[src/rtl/le_prefix_sequencer.sv]
// Low-entropy prefix sequencer: builds a candidate prefix one symbol at a time,
// queries an external codebook, and emits codewords or flush records.
// Optional codeword counter is enabled by defining LE_SEQ_STATS_EN.
module le_prefix_sequencer #(
    parameter int CODEBOOK_LENGTH_MAX = 64,
    parameter int ENCODE_DATALENGTH   = 21,
    parameter int MAX_DEPTH           = 16
) (
    input  logic                           clk_i,
    input  logic                           rst_n_i,
    input  logic                           sym_valid_i,
    input  logic [3:0]                     sym_i,
    output logic                           sym_ready_o,
    input  logic                           flush_i,
    output logic [5:0]                     ap_cnt_o,
    output logic [CODEBOOK_LENGTH_MAX-1:0] ap_data_o,
    input  logic                           encode_match_i,
    input  logic [5:0]                     encode_length_i,
    input  logic [ENCODE_DATALENGTH-1:0]   encode_data_i,
    output logic                           cw_valid_o,
    input  logic                           cw_ready_i,
    output logic [ENCODE_DATALENGTH-1:0]   cw_data_o,
    output logic [5:0]                     cw_length_o,
    output logic                           cw_flush_o,
    output logic [5:0]                     flush_cnt_o,
    output logic [CODEBOOK_LENGTH_MAX-1:0] flush_data_o,
    output logic                           flush_done_o,
    output logic                           overflow_o,
    output logic                           busy_o,
    output logic [15:0]                    cw_count_o
);

    // state  | meaning
    // IDLE   | waiting for a symbol or a flush request
    // LOOKUP | candidate driven to the codebook, result sampled at cycle end
    // EMIT   | output word held until downstream accepts it
    // FLUSH  | partial prefix is packed into a flush record (or just acknowledged)
    typedef enum logic [1:0] {IDLE, LOOKUP, EMIT, FLUSH} state_t;

    localparam logic [5:0] DEPTH_MAX = 6'(MAX_DEPTH);

    state_t                         state;
    logic [CODEBOOK_LENGTH_MAX-1:0] prefix;
    logic [5:0]                     pfx_len;
    logic                           flush_pend;
    logic [5:0]                     pfx_len_inc;

    assign pfx_len_inc = pfx_len + 6'd1;
    assign busy_o      = (state != IDLE);

    always_ff @(posedge clk_i) begin
        if (!rst_n_i) begin
            state        <= IDLE;
            prefix       <= '0;
            pfx_len      <= '0;
            flush_pend   <= 1'b0;
            sym_ready_o  <= 1'b0;
            ap_cnt_o     <= '0;
            ap_data_o    <= '0;
            cw_valid_o   <= 1'b0;
            cw_data_o    <= '0;
            cw_length_o  <= '0;
            cw_flush_o   <= 1'b0;
            flush_cnt_o  <= '0;
            flush_data_o <= '0;
            flush_done_o <= 1'b0;
            overflow_o   <= 1'b0;
        end else begin
            // Query port is zero except for the single LOOKUP cycle.
            ap_cnt_o     <= '0;
            ap_data_o    <= '0;
            flush_done_o <= 1'b0;
            if (flush_i && (state != IDLE || sym_valid_i))
                flush_pend <= 1'b1;

            case (state)
                IDLE: begin
                    if (sym_valid_i) begin
                        ap_cnt_o    <= pfx_len_inc;
                        ap_data_o   <= {prefix[CODEBOOK_LENGTH_MAX-5:0], sym_i};
                        sym_ready_o <= 1'b0;
                        state       <= LOOKUP;
                    end else if (flush_i || flush_pend) begin
                        sym_ready_o <= 1'b0;
                        state       <= FLUSH;
                    end else begin
                        sym_ready_o <= 1'b1;
                    end
                end
                LOOKUP: begin
                    if (encode_match_i) begin
                        cw_data_o   <= encode_data_i;
                        cw_length_o <= encode_length_i;
                        cw_flush_o  <= 1'b0;
                        cw_valid_o  <= 1'b1;
                        prefix      <= '0;
                        pfx_len     <= '0;
                        state       <= EMIT;
                    end else if (pfx_len_inc < DEPTH_MAX) begin
                        prefix      <= ap_data_o;
                        pfx_len     <= pfx_len_inc;
                        sym_ready_o <= 1'b1;
                        state       <= IDLE;
                    end else begin
                        // Candidate is full and unmatched: drop it along with the symbol.
                        overflow_o  <= 1'b1;
                        prefix      <= '0;
                        pfx_len     <= '0;
                        sym_ready_o <= 1'b1;
                        state       <= IDLE;
                    end
                end
                EMIT: begin
                    if (cw_ready_i) begin
                        cw_valid_o   <= 1'b0;
                        flush_done_o <= cw_flush_o;
                        sym_ready_o  <= 1'b1;
                        state        <= IDLE;
                    end
                end
                FLUSH: begin
                    // The request being serviced here must not re-arm itself.
                    flush_pend <= 1'b0;
                    if (pfx_len == 6'd0) begin
                        flush_done_o <= 1'b1;
                        sym_ready_o  <= 1'b1;
                        state        <= IDLE;
                    end else begin
                        cw_flush_o   <= 1'b1;
                        flush_cnt_o  <= pfx_len;
                        flush_data_o <= prefix;
                        cw_data_o    <= '0;
                        cw_length_o  <= '0;
                        cw_valid_o   <= 1'b1;
                        prefix       <= '0;
                        pfx_len      <= '0;
                        state        <= EMIT;
                    end
                end
                default: state <= IDLE;
            endcase
        end
    end

`ifdef LE_SEQ_STATS_EN
    always_ff @(posedge clk_i) begin
        if (!rst_n_i)
            cw_count_o <= '0;
        else if (state == EMIT && cw_ready_i && !cw_flush_o && cw_count_o != 16'hFFFF)
            cw_count_o <= cw_count_o + 16'd1;
    end
`else
    assign cw_count_o = '0;
`endif

endmodule

[config.mk]
export PLATFORM = sky130hd
export DESIGN_NAME = le_prefix_sequencer
export DESIGN_NICKNAME = d
export VERILOG_FILES = /design/src/rtl/le_prefix_sequencer.sv
export SDC_FILE = /design/constraint.sdc
export NUM_CORES = 1
export LEC_CHECK = 0
export BUFFER_PORTS_ARGS = -buffer_cell sky130_fd_sc_hd__buf_2
export CORE_AREA = 2 2 127 129
export CTS_BUF_LIST = sky130_fd_sc_hd__clkbuf_8
export CTS_CLUSTER_SIZE = 12
export DETAILED_ROUTE_END_ITERATION = 10
export DIE_AREA = 0 0 129 131
export GPL_TIMING_DRIVEN = 0
export PLACE_DENSITY = 0.83
export SLEW_MARGIN = 20
export SYNTH_ARGS = -nofsm -noshare
export SYNTH_HDL_FRONTEND = slang
export SYNTH_SLANG_ARGS = --single-unit
[constraint.sdc]
create_clock -name clk_i -period 4.5 [get_ports clk_i]
set_clock_uncertainty 0.1 [all_clocks]
set_input_delay 0.9 -clock clk_i [delete_from_list [all_inputs] [get_ports clk_i]]
set_output_delay 0.9 -clock clk_i [all_outputs]
set_load 0.01 [all_outputs]
---- After elaboration in Yosys (flattened, before gate mapping) ----
Cells that the tools add are included.
W data, S select, Z words.
word-level totals
  register bits ........................... 245
  latch bits .............................. 0
  bits in read-only memories .............. 0
  output and inout bits ................... 189
  word-level logic and storage cells ...... 81
  memory bits (writable) .................. 0
  memories ................................ 0
cells by class
  magnitude comparators ................... 1
  add/subtract/negate cells ............... 1
  multiplexer cells ....................... 34
  div/mod/pow operators ................... 0
  equality and inequality tests ........... 9
  multipliers ............................. 0
  reduce and logical (&&, ||, !) cells .... 17
  bitwise gates (word level) .............. 4
  shift-type cells ........................ 0
operators by type and width
  kind                   count
  $mux W64               3
  $pmux W64 S2           1
  $mux W21               2
  $pmux W21 S2           1
  $mux W6                4
  $pmux W6 S2            2
  $reduce_and A3 Y1      4
  $mux W1                11
  $mux W2                5
  $ne A2 B2 Y1 const B   5
  $pmux W2 S4            1
  $add A6 B1 Y6 const B  1
  $logic_not A6 Y1       1
  $lt A6 B5 Y1 const B   1
  $reduce_and A2 Y1      3
  $eq A2 B2 Y1 const B   2
  $not A1 Y1             4
  $pmux W1 S2            2
  $pmux W1 S4            1
  $reduce_and A4 Y1      1
  $reduce_bool A2 Y1     2
  $ne A3 B3 Y1 const B   1
  $pmux W1 S3            1
  $reduce_bool A3 Y1     1
  5 further kinds        6

---- Longest topological paths before layout ----
  depth after elaboration ................. 5
  mapped depth ............................ 8

---- Worst setup path before layout ----
OpenSTA, ideal clock, no wires.
  path kind ............................... input to register
  start ................................... input port rst_n_i
  end ..................................... register flush_data_o[0]
  setup time .............................. 0.132 ns
  data required time ...................... 4.268 ns
  stages .................................. 5
  path slack .............................. 2.396 ns
  data arrival time ....................... 1.872 ns
  cell sequence ........................... inv_1 -> clkbuf_1 -> clkbuf_1 -> buf_1 -> a21oi_1
RTL lines
  element               line  text
  start, declared       10    input logic rst_n_i,
  end signal, assigned  131   flush_data_o <= prefix;
  end, declared         26    output logic [CODEBOOK_LENGTH_MAX-1:0] flush_data_o,
No word-level cell between the ends.

---- Worst setup path in the final report ----
  start ................................... register pfx_len[0]
  end ..................................... register prefix[48]
on the way
  longest elaborated chain between the ends .. 5
  elaborated cells on any way between the ends .. 8
  classes of those cells .................. add/sub: 1; order compare: 1; eq/ne: 1; mux: 3; reduce/logical: 2
ends and longest elaborated chain
  element                 line  text
  start, declared         44    logic [5:0] pfx_len;
  start signal, assigned  101   pfx_len <= pfx_len_inc;
  $add A6 B1 Y6           48    assign pfx_len_inc = pfx_len + 6'd1;
  $lt A6 B5 Y1            99    end else if (pfx_len_inc < DEPTH_MAX) begin
  $mux W64                99
  $mux W64                91    if (encode_match_i) begin
  $pmux W64 S2            76    case (state)
  end signal, assigned    100   prefix <= ap_data_o;
  end, declared           43    logic [CODEBOOK_LENGTH_MAX-1:0] prefix;
Parallel ways exist; a longest one is shown, timed or not.
A chain may end at the register's enable or synchronous reset.

==> results.py <==
metrics = {
    "setup_path": {
        "cp-start-kind": "register",
        "path_max_fanout": 10,
        "crit_path_end_kind": "register",
        "worstPathArrival_ns": 2.98,
        "reg2reg_slack_ns": 1.85,
        "critPathKind": "reg -> reg",
        "worstPathRequired_ns": 4.84,
    },
    "sta": {
        "tightestPinTransition_ns": 0.766,
        "setup-violations-final": 0,
        "fin_setup_tns_ns": 0,
        "hold_viol": 0,
        "maxSlewHeadroom_pct": 48.9,
        "clock.fmax_ghz": 0.378,
        "slew_violations": 0,
        "rsz0062_at_grt": "false",
        "fin_crit_ns": 2.65,
        "hold_ws_ns": 0.350,
        "timing.final.crit_share_pct": 58.8,
    },
    "synthesis": {
        "synth-seq-cells": 245,
        "synth_compound_gate_area_share_pct": 18.8,
        "synthDominantCellAreaShare_pct": 57.9,
        "synthDistinctLibCells": 41,
        "synthAdderAreaFrac_pct": 0.295,
        "synthCells": 912,
        "synth_area_sq_um": 8480,
        "synthArstFlopShare_pct": 0,
        "synthXorXnorAreaFrac_pct": 0.103,
        "yosys.area.top_type": "dfxtp_1",
        "ys_warn_count": 0,
        "synth_edf_count": 0,
        "yosys-top-cells-area": "dfxtp_1, nand2_1, a21oi_1",
        "synth_top_family_by_area": "compound AO/OA/AOI/OAI gates",
        "synthFlopType": "dfxtp_1",
        "synthMuxAreaShare_pct": 0.118,
        "syn_area_per_cell_sq_um": 9.30,
        "yosys.area_share.simple_pct": 16.7,
        "seq_area_frac_synth_pct": 57.9,
    },
    "cts": {
        "clk_latency_ns": 0.51,
        "clockRootBuffer": "clkbuf_8",
        "cts_buffers": 39,
        "clockBufferDepth": 3,
        "cts_setup_buffers": 0,
        "cts_resized": 0,
        "htreeDepth": 2,
        "clkTransAtPathRegs_ns": 0.06,
        "numClockSinks": 245,
        "cts_hold_buffers": 0,
        "cts_tree": "built",
    },
    "route": {
        "drt_iter0_drc": 451,
        "dr.pass1.iters": 7,
        "drc_errors": 0,
        "detail-route-antenna-nets": 0,
        "num_vias": 7336,
        "wl_per_cell_um": 15.7,
        "routed_via_density": 5.18,
        "drt_wl_total_mm": 22.2,
    },
    "die": {
        "initial_core_util_pct": 54.4,
        "dieArea_sq_um": 16900,
        "core_area_sq_um": 15600,
        "chipWidth_um": 129,
        "die_y_um": 131,
        "ioPinCount": 226,
        "rows": 46,
    },
    "power_and_ir_drop": {
        "p_leak_nw": 4.57,
        "vdd_drop_max_v": 0.000285,
        "powerDensity_nw_per_um2": 419,
        "p_total_w": 0.00448,
    },
    "cells_and_area": {
        "final_cells": 1416,
        "final_cell_mix": "dfxtp_1, buf_2, nand2_1",
        "nets": 1216,
        "layout_commonest_cell": "dfxtp_1",
        "diodes": 0,
        "final_layout_size_suffix_gt1_share_pct": 26.3,
        "nFillCells": 1291,
        "area_growth_pct": 26.2,
    },
    "global_route": {
        "antenna_found_initial": 0,
        "grt_max_degree": 11,
        "grt_overflow": 0,
        "grt.total_usage_pct": 25.3,
        "grt_pass1_vias": 6649,
        "grt_pass1_wl_mm": 33.9,
    },
    "placed_design": {
        "portBuffers": 209,
        "routabilityCongestion": 0.841,
        "post-place-cells": 1352,
        "hpwl_mm": 15.6,
    },
    "run": {
        "drv_cap": 0,
    },
    "status": {
        "status": "finished clean",
    },
    "worst_hold_path": {
        "holdCritPathClass": "reg -> reg",
    },
}
[routing by layer]
metal | up-vias | share of wire (%) | global-route usage [%]
li1 | 3589 | - | -
met1 | 3442 | 44 | 34.1
met2 | 270 | 47 | 40.7
met3 | 35 | 6.8 | 5.17
met4 | 0 | 2.0 | 8.76
met5 | - | 0 | 0
[state kept, by name, summed over array words and instances (netlist names), 6 cells and up]
register and flops:
ap_data_o 64, flush_data_o 64, prefix 64, cw_data_o 21, ap_cnt_o 6, cw_length_o 6, flush_cnt_o 6, pfx_len 6
[cells in the mapped netlist (2+ instances only)]
cell / count
a21oi_1: 140
and3_1: 4
or3_1: 2
buf_6: 6
buf_4: 23
a22o_1: 25
o221ai_1: 2
buf_2: 16
o21ai_0: 3
o211ai_1: 65
nor2_1: 14
clkbuf_1: 41
nor3_1: 4
nand3_1: 8
ha_1: 2
nor2b_1: 2
o21a_1: 3
dfxtp_1: 245
nand2_1: 205
a22oi_1: 4
a31oi_1: 2
a211oi_1: 2
inv_1: 6
and2_1: 68
buf_1: 4
[worst max-delay path, cell delays in order, from the launching register on]
cell	delay (ns)
dfxtp_1	0.48
ha_1	0.28
nand3_1	0.17
o31ai_2	0.64
buf_2	0.36
buf_2	0.27
o211ai_1	0.11
a21oi_1	0.15
[power by group]
group          internal [W]  switching [W]  total, W  leakage (nW)
clock               0.00122       0.000824   0.00204         0.469
sequential          0.00219      0.0000138   0.00220          1.98
combinational     0.0000797       0.000152  0.000232          2.13
total               0.00349       0.000990   0.00448          4.57
[kinds of logic after synthesis]
family,count (synthesis)
compound gates,252
xor+xnor,1
fa+ha+maj,2
buf+inv,97
flops,245
mux,1
other cells,1
simple gates,313
[final timing paths]
| check | startpoint | to | depth (start not counted) |
|---|---|---|---|
| worst max register to register | pfx_len[0] | prefix[48] | 7 |
| worst max-delay path | pfx_len[0] | prefix[48] | 7 |
| worst min-delay path | flush_data_o[33] | flush_data_o[33] | 2 |
| worst min register to register | flush_data_o[33] | flush_data_o[33] | 2 |
[cell type report]
cell class | count | area (sq um) | area share [%]
clock inverter | 14 | 158 | 1.47
inverter | 7 | 26.3 | 0.246
sequential | 245 | 4900 | 45.9
tap | 216 | 270 | 2.53
timing repair buffer | 209 | 1050 | 9.78
buffer | 90 | 489 | 4.57
multi-input combinational | 585 | 3110 | 29.1
clock buffer | 50 | 688 | 6.43
[stage by stage]
| step | setup slack [ns] | util [%] | cell area [sq um] |
|---|---|---|---|
| 5_1_grt | 1.68 | 68.6 | 10700 |
| 6_report | 1.85 | 68.6 | 10700 |
| 2_1_floorplan | 2.40 | - | 8530 |
| 3_3_place_gp | 1.41 | 63.2 | 9850 |
| 3_5_place_dp | 1.37 | 63.2 | 9850 |
| 4_1_cts | 1.89 | 68.6 | 10700 |
(Power assumes the default switching activity.)
